File: config.mk
export PLATFORM = sky130hd
export DESIGN_NAME = pipe_stall_ctrl_flat
export DESIGN_NICKNAME = d
export VERILOG_FILES = /design/src/rtl/pipe_stall_ctrl_if.sv /design/src/rtl/pipe_stall_ctrl.sv /design/src/flat_wrapper.sv
export SDC_FILE = /design/constraint.sdc
export NUM_CORES = 1
export LEC_CHECK = 0
export ABC_AREA = 1
export CAP_MARGIN = 20
export CORE_ASPECT_RATIO = 1.5
export CORE_MARGIN = 3
export CORE_UTILIZATION = 55
export DETAILED_ROUTE_END_ITERATION = 8
export PLACE_DENSITY = 0.92
export SYNTH_ARGS = -nofsm -noshare
export SYNTH_HDL_FRONTEND = slang
export SYNTH_SLANG_ARGS = --single-unit
File: constraint.sdc
create_clock -name clk -period 4 [get_ports clk]
set_input_delay 1 -clock clk [delete_from_list [all_inputs] [get_ports clk]]
set_output_delay 1 -clock clk [all_outputs]
set_load 0.01 [all_outputs]
File: src/rtl/pipe_stall_ctrl_if.sv
// ============================================================================
//  Module      : pipe_stall_ctrl_if
//  Description : Hazard/CP0 inputs and pipeline-control outputs of the
//                pipeline sequencing controller.
//  Revision    : 1.0  initial release
// ============================================================================
`default_nettype none

interface pipe_stall_ctrl_if;
  logic        stall_data;
  logic        md_use_D;
  logic        md_start_E;
  logic        md_is_div_E;
  logic        req;
  logic        pc_we;
  logic        d_we;
  logic        e_clr;
  logic        md_go;
  logic        busy;
  logic        stall;
  logic [31:0] stall_cycles;
  logic [31:0] req_count;

  modport master (
    output stall_data, md_use_D, md_start_E, md_is_div_E, req,
    input  pc_we, d_we, e_clr, md_go, busy, stall, stall_cycles, req_count
  );

  modport slave (
    input  stall_data, md_use_D, md_start_E, md_is_div_E, req,
    output pc_we, d_we, e_clr, md_go, busy, stall, stall_cycles, req_count
  );
endinterface

`default_nettype wire

File: src/rtl/pipe_stall_ctrl.sv
// ============================================================================
//  Module      : pipe_stall_ctrl
//  Description : F/D/E stall and bubble control, mult/div busy counter,
//                exception-request priority and stall/request counters.
//  Revision    : 1.0  initial release
// ============================================================================
`default_nettype none

module pipe_stall_ctrl #(
  parameter int MULT_CYCLES = 5,
  parameter int DIV_CYCLES  = 10
) (
  input  wire logic      clk,
  input  wire logic      reset,
  pipe_stall_ctrl_if.slave ctl
);

  localparam logic [3:0] c_MULT_LOAD = 4'(MULT_CYCLES);
  localparam logic [3:0] c_DIV_LOAD  = 4'(DIV_CYCLES);

  logic [3:0]  r_cnt;
  logic [31:0] r_stall_cycles;
  logic [31:0] r_req_count;

  logic w_busy;
  logic w_md_go;
  logic w_md_stall;
  logic w_stall;

  // A pending request flushes the younger E instruction, so it never starts
  // the MD unit, and the handler PC must load regardless of any hazard.
  assign w_busy     = (r_cnt != 4'd0);
  assign w_md_go    = ctl.md_start_E & ~w_busy & ~ctl.req;
  assign w_md_stall = ctl.md_use_D & (w_busy | ctl.md_start_E);
  assign w_stall    = ~ctl.req & (ctl.stall_data | w_md_stall);

  assign ctl.busy         = w_busy;
  assign ctl.md_go        = w_md_go;
  assign ctl.stall        = w_stall;
  assign ctl.pc_we        = ~w_stall;
  assign ctl.d_we         = ~w_stall;
  assign ctl.e_clr        = w_stall;
  assign ctl.stall_cycles = r_stall_cycles;
  assign ctl.req_count    = r_req_count;

  // An in-flight operation belongs to an older instruction and keeps
  // counting through a request; a start while busy is ignored.
  always_ff @(posedge clk or posedge reset) begin
    if (reset) begin
      r_cnt          <= 4'd0;
      r_stall_cycles <= 32'd0;
      r_req_count    <= 32'd0;
    end else begin
      if (w_md_go) begin
        r_cnt <= ctl.md_is_div_E ? c_DIV_LOAD : c_MULT_LOAD;
      end else if (w_busy) begin
        r_cnt <= r_cnt - 4'd1;
      end
      if (w_stall) begin
        r_stall_cycles <= r_stall_cycles + 32'd1;
      end
      if (ctl.req) begin
        r_req_count <= r_req_count + 32'd1;
      end
    end
  end

endmodule

`default_nettype wire
File: src/flat_wrapper.sv
// flat-port wrapper written by rule: the top's interface ports become plain ports
module pipe_stall_ctrl_flat 
#(
  parameter int MULT_CYCLES = 5,
  parameter int DIV_CYCLES  = 10
)
  (clk, reset, ctl_stall_data, ctl_md_use_D, ctl_md_start_E, ctl_md_is_div_E, ctl_req, ctl_pc_we, ctl_d_we, ctl_e_clr, ctl_md_go, ctl_busy, ctl_stall, ctl_stall_cycles, ctl_req_count);
  pipe_stall_ctrl_if ctl_i ();
  input  wire logic clk;
  input  wire logic reset;
  input wire logic [$bits(ctl_i.stall_data)-1:0] ctl_stall_data;
  input wire logic [$bits(ctl_i.md_use_D)-1:0] ctl_md_use_D;
  input wire logic [$bits(ctl_i.md_start_E)-1:0] ctl_md_start_E;
  input wire logic [$bits(ctl_i.md_is_div_E)-1:0] ctl_md_is_div_E;
  input wire logic [$bits(ctl_i.req)-1:0] ctl_req;
  output wire logic [$bits(ctl_i.pc_we)-1:0] ctl_pc_we;
  output wire logic [$bits(ctl_i.d_we)-1:0] ctl_d_we;
  output wire logic [$bits(ctl_i.e_clr)-1:0] ctl_e_clr;
  output wire logic [$bits(ctl_i.md_go)-1:0] ctl_md_go;
  output wire logic [$bits(ctl_i.busy)-1:0] ctl_busy;
  output wire logic [$bits(ctl_i.stall)-1:0] ctl_stall;
  output wire logic [$bits(ctl_i.stall_cycles)-1:0] ctl_stall_cycles;
  output wire logic [$bits(ctl_i.req_count)-1:0] ctl_req_count;
  assign ctl_i.stall_data = ctl_stall_data;
  assign ctl_i.md_use_D = ctl_md_use_D;
  assign ctl_i.md_start_E = ctl_md_start_E;
  assign ctl_i.md_is_div_E = ctl_md_is_div_E;
  assign ctl_i.req = ctl_req;
  assign ctl_pc_we = ctl_i.pc_we;
  assign ctl_d_we = ctl_i.d_we;
  assign ctl_e_clr = ctl_i.e_clr;
  assign ctl_md_go = ctl_i.md_go;
  assign ctl_busy = ctl_i.busy;
  assign ctl_stall = ctl_i.stall;
  assign ctl_stall_cycles = ctl_i.stall_cycles;
  assign ctl_req_count = ctl_i.req_count;
  pipe_stall_ctrl #(.MULT_CYCLES(MULT_CYCLES), .DIV_CYCLES(DIV_CYCLES)) u_core (.clk(clk), .reset(reset), .ctl(ctl_i));
endmodule
==> results by group, run 1 <==
Timing
  – Slew @ Worst Pin: 0.848 ns
  – Final hold violation count: 0
  – Fin crit period: 3.50 ns
  – RSZ-0062 raised after global routing: no
  – Setup TNS: 0 ns
  – Setup-failing EPs final: 0
  – Fmax: between 0.2 and 0.3 GHz
  – Slew Viols, Final: 0
  – Final worst path period share: 87.4%
  – Relative slew slack: roughly 43%
  – Clock Skews: 0.0101 ns

Logic synthesis
  – Mapped Nets: 543
  – Number of flops mapped to enable cells by yosys: 0
  – Post-synthesis sequential area ratio: about 43%
  – Adder-cell share of the synthesized area: 1.25%
  – Synth top area cells: dfrtp_1 43%, nand2_1 16%, inv_1 6.5%, nor2_1 4.6%, nand3_1 3.6%
  – Yosys reg bits: 68
  – Post-Synth Simple-Gate Area: between 30% and 40%
  – Synth Area per Inst: around 7.5 um^2
  – Ys flop type: dfrtp_1
  – Distinct cells, synth: 28
  – Yosys warning count: 0
  – Most common cell in the netlist: nand2_1
  – Mux share of post-synthesis cell area: 0%
  – Post-synthesis cell count: 532
  – Cell Area, Synth: 3990 um^2
  – Compound-Gate Fraction of Synth Area: under 10%
  – XOR/XNOR Fraction of Synth Area: 6.37%
  – List of most frequent post-synthesis cells: 173 x nand2_1, 69 x inv_1, 68 x dfrtp_1
  – Synth async-reset ratio: 100%
  – Cell taking the most area after synthesis: dfrtp_1
  – Yosys top cell area share: 42.7%
  – Largest family of logic cells by synthesized area: simple AND/OR/NAND/NOR gates

Layout
  – Fillers: 530
  – Share of layout cells above drive strength 1: 9.68%
  – Number of nets in the layout: 626
  – Post-layout util: between 70 and 80%
  – # diodes: 0
  – Area grow syn2layout: 25.8%

Placed design
  – Routability cong.: between 0.8 and 0.9
  – Port Buf Inserts: 76
  – Post-DP HPWL: 7400 um

Clock tree
  – Clock Pin Slew Worst Setup and Hold Paths: 0.07 ns
  – Sink Count: roughly 70
  – Clk Latency, worst-skew pair: roughly 0.35 ns
  – CTS tree: built
  – H-Tree Depth: 3
  – CTS Root Cell: clkbuf_8
  – Max Buffers Root-to-Sink: 2
  – Post-CTS Setup Inserts: 0
  – CTS resizes: 0
  – CTS Hold Buffers Added: 0
  – Number of buffers created by CTS: 9

Setup path
  – Crit start category: input pin
  – Critical Path Fanout Max: 4
  – Critical path class: in -> out
  – Crit. End Element: output pin
  – Critical Path RT: around 3.0 ns
  – Worst path arrival time: about 2.5 ns

Pwr
  – Lkg Pwr: 2.32 nW
  – Total power divided by cell area: 380 nW/um^2
  – Max VDD drop: 0.229 mV

Floorplan
  – IO Count: 77
  – Core region area: 6940 um^2
  – Chip Width: 75.5 um
  – Initial Utilization: 57.4%
  – Row count: 37
  – Die Y: 110 um
  – Die area: 8330 um^2

Global routing
  – Gr usage total: a little over a quarter
  – Global-route wire length before repair: 16600 um
  – Initial antenna violation count: 0
  – Largest net degree at the start of global routing: 41
  – GRT overflow: 0
  – Vias in the first global route: 3718

Route
  – Final routed DRC violation total: 0
  – WL final: 9840 um
  – Initial DRC count: 210
  – DR pass1 iterations: 6
  – Drt via density: 5.29
  – Vias post-DR: 3689
  – Routed Antenna Nets: 0
  – WL/cell: between 10 and 15 um

Job
  – Max_cap viols: 0

Run status
  – Status: finished clean

Worst hold path
  – Min-delay worst type: reg -> reg
[layer usage]
layer	wire [um]	global-route usage, %
met5	0	0
met4	198	12.9
met3	418	4.99
met2	5290	45.1
met1	3940	30.0
[flip-flops by register name, summed over array words and instances, names as in the netlist]
| name | flops |
|---|---|
| u_core.ctl.req_count | 32 |
| u_core.ctl.stall_cycles | 32 |
| u_core.r_cnt | 4 |
[cells in the final DEF (no fill, tap or decap), drive strengths merged]
| master | count |
|---|---|
| nand3b | 11 |
| o211ai | 1 |
| clkinvlp | 1 |
| xnor2 | 15 |
| nor3b | 1 |
| nor3 | 13 |
| nor2 | 70 |
| and2 | 1 |
| o31ai | 1 |
| a21oi | 1 |
| ha | 4 |
| o21ai | 17 |
| clkinv | 3 |
| xor2 | 14 |
| buf | 5 |
| dfrtp | 68 |
| nand3 | 30 |
| clkbuf | 12 |
| clkdlybuf4s50 | 76 |
| inv | 70 |
| nand2 | 186 |
| o21bai | 1 |
| nand4 | 19 |
[critical path, stage by stage]
cell and delay [ns]:
clkdlybuf4s50_1 0.53, inv_1 0.21, nand3_1 0.12, inv_1 0.09
clkdlybuf4s50_1 0.54
[power breakdown]
| part | total, mW | switching [mW] | internal [mW] |
|---|---|---|---|
| Combinational | 0.490 | 0.260 | 0.230 |
| Sequential | 0.882 | 0.111 | 0.771 |
| Clock | 0.533 | 0.260 | 0.273 |
[area by class of cell]
type / instances / area, um^2 / share of cell area [%]
clock buffer: 12 / 165 / 3.29
clock inverter: 4 / 22.5 / 0.449
inverter: 70 / 263 / 5.24
multi-input combinational: 385 / 1970 / 39.3
sequential: 68 / 1700 / 33.9
tap: 78 / 97.6 / 1.94
timing repair buffer: 81 / 798 / 15.9
[final timing paths]
| kind | start | cells past startpoint | slack, ns | endpoint |
|---|---|---|---|---|
| min in group asynchronous | reset | 2 | 1.15 | u_core.ctl.stall_cycles[6] |
| max reg2reg | u_core.r_cnt[0] | 9 | 2.24 | u_core.ctl.stall_cycles[29] |
| min reg2reg | u_core.ctl.stall_cycles[31] | 2 | 0.51 | u_core.ctl.stall_cycles[31] |
| max in group asynchronous | reset | 3 | 2.08 | u_core.ctl.req_count[22] |
| min | u_core.ctl.stall_cycles[31] | 2 | 0.51 | u_core.ctl.stall_cycles[31] |
| max | ctl_req | 5 | 0.50 | ctl_md_go |
[through the flow]
step | power, mW | instances | setup WS [ns] | area, um^2 | hold WS [ns]
floorplan | 1.16 | 532 | 1.27 | 3990 | 0.521
global placement | 1.35 | 682 | 0.542 | 4830 | 0.484
detailed placement | 1.38 | 682 | 0.507 | 4830 | 0.502
CTS | 1.93 | 698 | 0.496 | 5020 | 0.520
global route | 2.02 | 698 | 0.423 | 5020 | 0.554
finish | 1.91 | 698 | 0.503 | 5020 | 0.512
[cell families (layout without fill, tap and decap cells)]
group | after synthesis | count (layout)
buffers and inverters | 79 | 167
AOI/OAI and AO/OA | 21 | 21
adders and majority gates | 4 | 4
and+or+nand+nor | 331 | 331
DFF | 68 | 68
xor gates and xnor gates | 29 | 29
(Power assumes the default switching activity.)
==> inputs of run 2 (changes only) <==
Settings changed: CTS_CLUSTER_DIAMETER set to 30.
==> results of run 2 <==
Final layout, timing and power as in run 1 (identical DEF).
==> inputs of run 3 (changes only) <==
Settings changed: CORE_UTILIZATION 55 to 25, CTS_CLUSTER_SIZE set to 28, PLACE_DENSITY 0.92 to 0.52.
==> run 3 against run 2 <==
Non-clock buffer count is the same. Critical path depth grew 1. Clock skew shrank 0.0054 ns. Die area grew 110%. First-iteration DRC count shrank 67%. Final area grew 5.2%. Highest routed layer is now met5.
==> results by group, run 3 (synthesis gave the netlist of run 1 again) <==
Run status
  – Status: finished clean

Route
  – Initial DRC count: 70
  – Vias post-DR: 3651
  – Final routed DRC violation total: 0
  – Drt via density: 4.46
  – DR pass1 iterations: 4
  – WL final: ~11000 um
  – Routed Antenna Nets: 0
  – WL/cell: between 10 and 15 um

Pwr
  – Lkg Pwr: 2.37 nW
  – Max VDD drop: about 0.22 mV
  – Total power divided by cell area: 408 nW/um^2

Global routing
  – Met1 usage: 15.5%
  – Vias in the first global route: 3793
  – GRT busiest layer: met2
  – Gr usage total: between 10% and 20%
  – Initial antenna violation count: 1
  – Largest net degree at the start of global routing: 40
  – Global-route wire length before repair: 18700 um
  – Met2 Resource Use GR: 24.2%
  – Met3 Resource Use GR: 3.02%
  – GRT overflow: 0

Timing
  – Slew Viols, Final: 0
  – Final hold violation count: 0
  – Slew @ Worst Pin: roughly 0.7 ns
  – Fmax: 0.278 GHz
  – Clock Skews: 0.00464 ns
  – Setup-failing EPs final: 0
  – Worst setup margin: 0.398 ns
  – Relative slew slack: 53.8%
  – RSZ-0062 raised after global routing: no
  – Final worst path period share: 90.1%
  – Fin crit period: about 3.6 ns
  – Setup TNS: 0 ns

Layout
  – FF+latch area: about 1700 um^2
  – Share of layout cells above drive strength 1: 9.35%
  – Number of nets in the layout: 626
  – Commonest non-fill, non-tap cell in the layout: nand2_1
  – # diodes: 0
  – Area of the multi-input gates: 1970 um^2
  – Most frequent cells in the layout: 173 x nand2_1, 76 x clkdlybuf4s50_1, 68 x inv_1, 68 x dfrtp_1, 49 x nor2_1
  – Fillers: 1596
  – Area grow syn2layout: 32.4%

Setup path
  – Crit start category: input pin
  – Critical Path RT: 3.00 ns
  – Critical path class: in -> out
  – CP dominant cell by count: clkdlybuf4s50_1
  – Worst path bufs/invs: 3
  – Crit path cell chain: clkdlybuf4s50_1 > inv_1 > nand3_1 > nand2_1 > a21oi_2 > clkdlybuf4s50_1
  – CP Depth: 6
  – Crit. End Element: output pin
  – Crit path max-delay family: buffers and inverters
  – Slowest cell on crit path: clkdlybuf4s50_1
  – Largest stage delay, worst path: 0.59 ns
  – Worst r2r path cells: 9
  – Critical Path Fanout Max: 4
  – Worst path arrival time: 2.60 ns

Floorplan
  – IO Count: 77
  – Core region area: 15300 um^2
  – Die Y: 161 um
  – Chip Width: about 110 um
  – Initial Utilization: between 20% and 30%
  – Row count: 55
  – Die area: 17500 um^2

Clock tree
  – Post-CTS Setup Inserts: 0
  – CTS tree: built
  – Sink Count: between 60 and 70
  – Max Buffers Root-to-Sink: 2
  – Clock Pin Slew Worst Setup and Hold Paths: approximately 0.06 ns
  – CTS Hold Buffers Added: 0
  – Number of buffers created by CTS: 9
  – H-Tree Depth: 3
  – CTS Root Cell: clkbuf_16
  – Clk Latency, worst-skew pair: 0.33 ns
  – CTS resizes: 0

Placed design
  – Worst slack, placed: 0.386 ns
  – Port Buf Inserts: 76
  – Routability cong.: 0.839
  – Post-DP HPWL: 8550 um

Worst hold path
  – Min-delay worst type: reg -> reg
  – Hold path depth: 2

Job
  – Max_cap viols: 0
[run 3: cell types whose count changed in the layout (fill, tap and decap cells not counted), sizes merged]
cell    previous run  this run
bufinv             0         1
clkbuf            12        11
[run 3: final cells by class]
type	count	share of cell area [%]
Inverter	70	4.98
Sequential cell	68	32.2
Clock buffer	11	4.41
Tap cell	199	4.72
Timing Repair Buffer	81	15.4
Clock inverter	5	0.995
Multi-Input combinational cell	385	37.3
[run 3: worst min-delay path, cell delays in order (launching register included)]
cell and delay, ns:
dfrtp_1 0.36, nand2_1 0.06, nand2_1 0.05
[run 3: where the power goes]
part / total, mW / switching [mW] / internal (mW) / leakage (nW)
Sequential: 0.881 / 0.109 / 0.772 / 0.907
Clock: 0.782 / 0.302 / 0.480 / 0.139
Combinational: 0.493 / 0.261 / 0.231 / 1.32
[run 3: per-layer routing]
layer | up-vias | share of wire (%)
met3 | 17 | 4.2
li1 | 1835 | -
met5 | - | 0.12
met4 | 2 | 2.0
met2 | 88 | 52
met1 | 1709 | 41
[run 3: worst paths after layout]
path,from,end,slack (ns)
worst max-delay path,ctl_md_start_E,ctl_e_clr,0.40
max in group asynchronous,reset,u_core.ctl.req_count[11],2.22
worst min register to register,u_core.ctl.stall_cycles[31],u_core.ctl.stall_cycles[31],0.50
worst max register to register,u_core.r_cnt[0],u_core.ctl.stall_cycles[24],2.18
worst min-delay path,u_core.ctl.stall_cycles[31],u_core.ctl.stall_cycles[31],0.50
min in group asynchronous,reset,u_core.ctl.req_count[25],1.10
[run 3: per-stage QoR]
stage,std cells,power [mW],utilization (%),area (um^2),hold slack (ns)
after CTS,819,2.20,34.4,5280,0.507
after floorplan,532,1.16,-,3990,0.521
after detailed placement,803,1.40,32.5,4990,0.494
final,819,2.16,34.4,5280,0.501
after global routing,819,2.29,34.4,5280,0.553
after global placement,803,1.38,32.5,4990,0.479
